## config.mk

```make
export PLATFORM = sky130hd
export DESIGN_NAME = iir_sample_frontend
export DESIGN_NICKNAME = d
export VERILOG_FILES = /design/src/rtl/iir_sample_frontend_pkg.sv /design/src/rtl/iir_sample_frontend_convert.sv /design/src/rtl/iir_sample_frontend.sv
export SDC_FILE = /design/constraint.sdc
export NUM_CORES = 1
export LEC_CHECK = 0
export BUFFER_PORTS_ARGS = -buffer_cell sky130_fd_sc_hd__buf_4
export CORE_ASPECT_RATIO = 0.9
export CORE_MARGIN = 4
export CORE_UTILIZATION = 39
export DETAILED_ROUTE_END_ITERATION = 10
export GPL_TIMING_DRIVEN = 0
export PLACE_DENSITY_LB_ADDON = 0.1
export SYNTH_ARGS = -nofsm -noshare
export SYNTH_HDL_FRONTEND = slang
export SYNTH_SLANG_ARGS = --single-unit
```

## constraint.sdc

```tcl
create_clock -name clk -period 10.9 [get_ports clk]
set_input_delay 0 -clock clk [delete_from_list [all_inputs] [get_ports clk]]
set_output_delay 0 -clock clk [all_outputs]
set_load 0.05 [all_outputs]
```

## src/rtl/iir_sample_frontend_pkg.sv

```systemverilog
// Shared definitions for the IIR sample front end: IEEE-754 single-precision
// field layout and the encoding of the sample-handling FSM states.
package iir_sample_frontend_pkg;

  localparam int SAMPLE_W = 16;
  localparam int FP_W     = 32;
  localparam int SIGN_W   = 1;
  localparam int EXP_W    = 8;
  localparam int MANT_W   = 23;
  localparam int EXP_BIAS = 127;
  localparam int FILL_W   = 4;

  typedef enum logic [1:0] {
    ST_IDLE    = 2'd0,
    ST_CONV    = 2'd1,
    ST_SHIFT   = 2'd2,
    ST_PRESENT = 2'd3
  } state_e;

  typedef struct packed {
    logic [SIGN_W-1:0] sign;
    logic [EXP_W-1:0]  exponent;
    logic [MANT_W-1:0] mantissa;
  } fp32_t;

endpackage

```

## src/rtl/iir_sample_frontend_convert.sv

```systemverilog
// Combinational int16 -> float32 converter. Every 16-bit magnitude fits the
// 24-bit significand, so the result is exact and needs no rounding.
module convert_Z_R
  import iir_sample_frontend_pkg::*;
(
  input  logic [SAMPLE_W-1:0] sample_i,
  output fp32_t               fp_o
);

  logic [SAMPLE_W-1:0] mag;
  logic [3:0]          lead;
  logic [MANT_W-1:0]   norm;

  // The 23-bit shift result naturally discards the hidden leading one;
  // -32768 negates to 0x8000 which is still the correct unsigned magnitude.
  always_comb begin
    mag  = sample_i[SAMPLE_W-1] ? (~sample_i + 16'd1) : sample_i;
    lead = '0;
    for (int i = 0; i < SAMPLE_W; i++) begin
      if (mag[i]) lead = 4'(i);
    end
    norm = {7'd0, mag} << (5'd23 - {1'b0, lead});
    fp_o = '0;
    if (mag != '0) begin
      fp_o.sign     = sample_i[SAMPLE_W-1];
      fp_o.exponent = 8'(EXP_BIAS) + {4'd0, lead};
      fp_o.mantissa = norm;
    end
  end

endmodule

```

## src/rtl/iir_sample_frontend.sv

```systemverilog
// Front end of the IIR datapath: accepts int16 samples, converts them to
// float32 and presents a TAPS-deep window to the filter core over valid/ready.
module iir_sample_frontend
  import iir_sample_frontend_pkg::*;
#(
  parameter int TAPS = 3
) (
  input  logic                 clk,
  input  logic                 rst_n,
  input  logic                 flush,
  input  logic                 in_valid,
  output logic                 in_ready,
  input  logic [SAMPLE_W-1:0]  in_sample,
  output logic                 out_valid,
  input  logic                 out_ready,
  output logic [FP_W*TAPS-1:0] out_x,
  output logic [FILL_W-1:0]    out_fill
);

  state_e              state_q, state_d;
  logic [SAMPLE_W-1:0] sampleReg_q;
  fp32_t               fpReg_q;
  fp32_t               convOut;
  logic [FP_W-1:0]     taps_q [TAPS];
  logic [FILL_W-1:0]   fill_q;

  always_ff @(posedge clk or negedge rst_n) begin
    if (!rst_n)     state_q <= ST_IDLE;
    else if (flush) state_q <= ST_IDLE;
    else            state_q <= state_d;
  end

  always_comb begin
    state_d = state_q;
    case (state_q)
      ST_IDLE:    if (in_valid)  state_d = ST_CONV;
      ST_CONV:                   state_d = ST_SHIFT;
      ST_SHIFT:                  state_d = ST_PRESENT;
      ST_PRESENT: if (out_ready) state_d = ST_IDLE;
      default:                   state_d = ST_IDLE;
    endcase
  end

  // Handshake outputs decode registered state only; in_ready is also held low during reset.
  always_comb begin
    in_ready  = rst_n && (state_q == ST_IDLE);
    out_valid = (state_q == ST_PRESENT);
  end

  always_ff @(posedge clk or negedge rst_n) begin
    if (!rst_n)                                         sampleReg_q <= '0;
    else if (!flush && state_q == ST_IDLE && in_valid)  sampleReg_q <= in_sample;
  end

  convert_Z_R u_convert (
    .sample_i (sampleReg_q),
    .fp_o     (convOut)
  );

  always_ff @(posedge clk or negedge rst_n) begin
    if (!rst_n)                  fpReg_q <= '0;
    else if (flush)              fpReg_q <= '0;
    else if (state_q == ST_CONV) fpReg_q <= convOut;
  end

  always_ff @(posedge clk or negedge rst_n) begin
    if (!rst_n)                                            fill_q <= '0;
    else if (flush)                                        fill_q <= '0;
    else if (state_q == ST_SHIFT && fill_q != FILL_W'(TAPS)) fill_q <= fill_q + 4'd1;
  end

  for (genvar k = 0; k < TAPS; k++) begin : g_tap
    always_ff @(posedge clk or negedge rst_n) begin
      if (!rst_n)                   taps_q[k] <= '0;
      else if (flush)               taps_q[k] <= '0;
      else if (state_q == ST_SHIFT) taps_q[k] <= (k == 0) ? fpReg_q : taps_q[(k == 0) ? 0 : k-1];
    end
    assign out_x[FP_W*k +: FP_W] = taps_q[k];
  end

  assign out_fill = fill_q;

endmodule

```

==> results.json <==
{
  "status": "complete, no violations",
  "cpMostUsedCell": "ha_1",
  "syn_inst": 689,
  "clk_pin_slew_worst_paths_ns": 0.06,
  "die_h_um": 138,
  "path_delay_family": "simple AND/OR/NAND/NOR gates",
  "grt_max_degree": 83,
  "cp.arrival_ns": 4.70,
  "reg2reg_slack_ns": 6.54,
  "drc_errors": 0,
  "finalNetCount": 880,
  "dpl_cell_area_um2": 8610,
  "die-area_um2": 21100,
  "antenna_found_initial": 0,
  "worstMarginPinSlew_ns": 0.972,
  "r2r_end": "fpReg_q[26]$_DFFE_PN0P_",
  "ios": 123,
  "fmax_ghz": 0.229,
  "seq_area_frac_synth_pct": 49.7,
  "setup_viol": 0,
  "clock_path_buffers": 2,
  "vias": 5792,
  "fin_ws_ns": 6.54,
  "synth_cell_type_count": 72,
  "tns_ns": 0,
  "slew-limit-headroom_pct": 34.3,
  "viasPerCell": 5.23,
  "cp-start-kind": "register",
  "post_cts_buffers": 0,
  "synth_top_area_cell": "dfrtp_1",
  "first_pass_iters": 4,
  "fp-row-count": 47,
  "synth_flop_cell": "dfrtp_1",
  "cp.buffers_inverters": 2,
  "start_util_pct": 39.8,
  "grt_pass1_wl_um": 32900,
  "cpMaxStageDelayCell": "nor4b_1",
  "cts_resized": 0,
  "final.min_clock_period_ns": 4.36,
  "skew_ns": 0.0100,
  "hold_viol": 0,
  "first_iter_violations": 306,
  "yosysMostFrequentCell": "dfrtp_1",
  "worst-r2r-cell-count": 10,
  "synth-edff-count": 0,
  "ys_top_cells_by_area": "dfrtp_1 50%, mux2i_1 14%, nor2_1 6.1%",
  "grt_overflow_total": 0,
  "async_flop_share_pct": 100,
  "ctsRootBufferMaster": "clkbuf_16",
  "cpPeakStageDelay_ns": 0.80,
  "cp.depth": 10,
  "htreeDepth": 4,
  "worstHoldEndpoint": "state_q[0]$_DFFE_PN0P_",
  "worst_ep_required_time_ns": 11.24,
  "worstReg2RegStart": "sampleReg_q[0]$_DFFE_PN0P_",
  "clock-sinks": 146,
  "synth_nets": 718,
  "ys_top_cells_by_count": "146 x dfrtp_1, 119 x nor2_1, 103 x mux2i_1",
  "grt_pass1_vias": 5837,
  "synth_top_area_share_pct": 49.7,
  "crit_type": "register to register",
  "slew_viol_final": 0,
  "design_area_um2": 9350,
  "cp_max_fo": 10,
  "p_per_area_nw_per_um2": 268,
  "place_congestion": 0.848,
  "rsz0062_at_grt": "false",
  "cts-buffers-inserted": 17,
  "ys_seq_elements": 146,
  "die_w_um": 153,
  "netlist_area_um2": 7350,
  "maxCapViolCount": 0,
  "area_delta_synth_final_pct": 27.2,
  "core_um2": 18500,
  "drt-total-wl_um": 20000,
  "post_drt_wl_per_cell_um": 18.1,
  "post-route-period-util_pct": 40.0,
  "drive_above_1_share_pct": 23.1,
  "tritoncts": "yes",
  "grt.total_usage_pct": 19.2,
  "pre_cts_ws_ns": 6.63,
  "p_leak_nw": 4.22,
  "ir_drop_mv": 0.182,
  "ant_nets": 0,
  "syn_avg_cell_area_um2": 10.7,
  "yosysWarnings": 0,
  "clk_latency_ns": 0.43,
  "hold_class": "primary input to register",
  "path_cells": "inv_1 -> ha_1 -> nor4b_1 -> nand4_1 -> a2111oi_4 -> o21ai_2 -> clkbuf_1 -> nor3_1 -> ha_1 -> o21ai_0",
  "antennaDiodeCount": 0,
  "min_from": "in_valid",
  "cts_hold_buf": 18,
  "holdPathStages": 4,
  "dp_hpwl_um": 15000,
  "portBuffers": 122,
  "worst_setup_path_end_kind": "register"
}
==> flip-flops by register name (all words and copies together) (netlist names) <==
signal / flops
fpReg_q: 31
out_fill: 4
sampleReg_q: 16
state_q: 2
out_x: 93
==> layout make-up <==
| cell class | count | area [µm²] |
|---|---|---|
| fillers | 1734 | 9120 |
| flip-flops and latches | 146 | 3650 |
| multi-input cells | 478 | 3410 |
| repair buffers | 143 | 1130 |
| clock buffers | 18 | 429 |
| well taps | 245 | 307 |
| plain buffers | 50 | 224 |
| clock inverters | 13 | 129 |
| inverters | 15 | 56.3 |
==> report_power, final <==
part	leakage, nW	internal [mW]	switching (mW)	total [mW]
registers	1.99	0.603	0.0512	0.654
clock network	0.262	0.317	0.242	0.559
logic	1.96	0.462	0.831	1.29
==> worst register-to-register path, cell delays in order (launching register included) <==
cell and delay [ns]:
dfrtp_1 0.42, inv_1 0.24, ha_1 0.26, nor4b_1 0.80, nand4_1 0.38, a2111oi_4 0.70, o21ai_2 0.27, clkbuf_1 0.36
nor3_1 0.38, ha_1 0.30, o21ai_0 0.17
==> logic make-up (layout without fill, tap and decap cells) <==
group,Yosys count,after routing,share of synthesized area [%]
AOI/OAI and AO/OA,105,105,11.1
buffers and inverters,65,239,3.81
adders and majority gates,9,9,1.50
xor gates and xnor gates,25,25,3.08
and+or+nand+nor,217,217,13.5
DFF,146,146,49.7
muxes,122,122,17.3
==> metrics by stage <==
stage | hold WS, ns | total power [mW] | instances | utilization [%]
2_1_floorplan | -0.296 | 1.58 | 689 | -
3_3_place_gp | 0.233 | 1.94 | 1056 | 46.4
3_5_place_dp | 0.0332 | 1.94 | 1059 | 46.6
4_1_cts | 0.0210 | 2.51 | 1108 | 50.6
5_1_grt | 0.0365 | 2.66 | 1108 | 50.6
6_report | 0.0375 | 2.51 | 1108 | 50.6
==> worst max-delay path by stage <==
stage / startpoint / end / slack [ns]
after floorplan: sampleReg_q[0]$_DFFE_PN0P_ / fpReg_q[21]$_DFFE_PN0P_ / 7.31
after global placement: sampleReg_q[0]$_DFFE_PN0P_ / fpReg_q[14]$_DFFE_PN0P_ / 6.56
after detailed placement: sampleReg_q[0]$_DFFE_PN0P_ / fpReg_q[26]$_DFFE_PN0P_ / 6.63
after CTS: sampleReg_q[0]$_DFFE_PN0P_ / fpReg_q[26]$_DFFE_PN0P_ / 6.59
after global routing: sampleReg_q[0]$_DFFE_PN0P_ / fpReg_q[26]$_DFFE_PN0P_ / 6.13
final: sampleReg_q[0]$_DFFE_PN0P_ / fpReg_q[26]$_DFFE_PN0P_ / 6.54
==> per-layer routing <==
layer / track usage, % / vias to the layer above / wire length, µm
li1: - / 2761 / -
met1: 28.0 / 2871 / 9780
met2: 29.2 / 146 / 9170
met3: 4.16 / 14 / 877
met4: 5.11 / 0 / 206
met5: 0 / - / 0
==> layout by cell type (no fill, tap or decap), types with 3 or more instances in the layout <==
cell type / n
clkbuf_16: 17
mux2_2: 16
o22ai_1: 3
dlygate4sd3_1: 18
buf_1: 10
clkinvlp_4: 4
clkbuf_1: 30
a21oi_1: 12
nand4_1: 4
xnor2_1: 14
a31oi_1: 3
buf_4: 124
mux2i_1: 103
a22o_1: 3
a21o_1: 5
ha_1: 8
o221ai_1: 3
or3_1: 4
xor2_1: 10
a211oi_1: 8
nor3_1: 11
o21ai_1: 3
o211ai_1: 4
nor2_1: 119
dfrtp_1: 146
inv_1: 14
a22oi_1: 5
buf_6: 3
a221oi_1: 3
nand2_1: 34
inv_6: 4
nand2b_1: 7
o31ai_1: 4
nand3_1: 7
o21ai_0: 18
and2_1: 13
buf_2: 8
nor4_1: 3
Note: power is estimated with default switching activity, not from simulation.
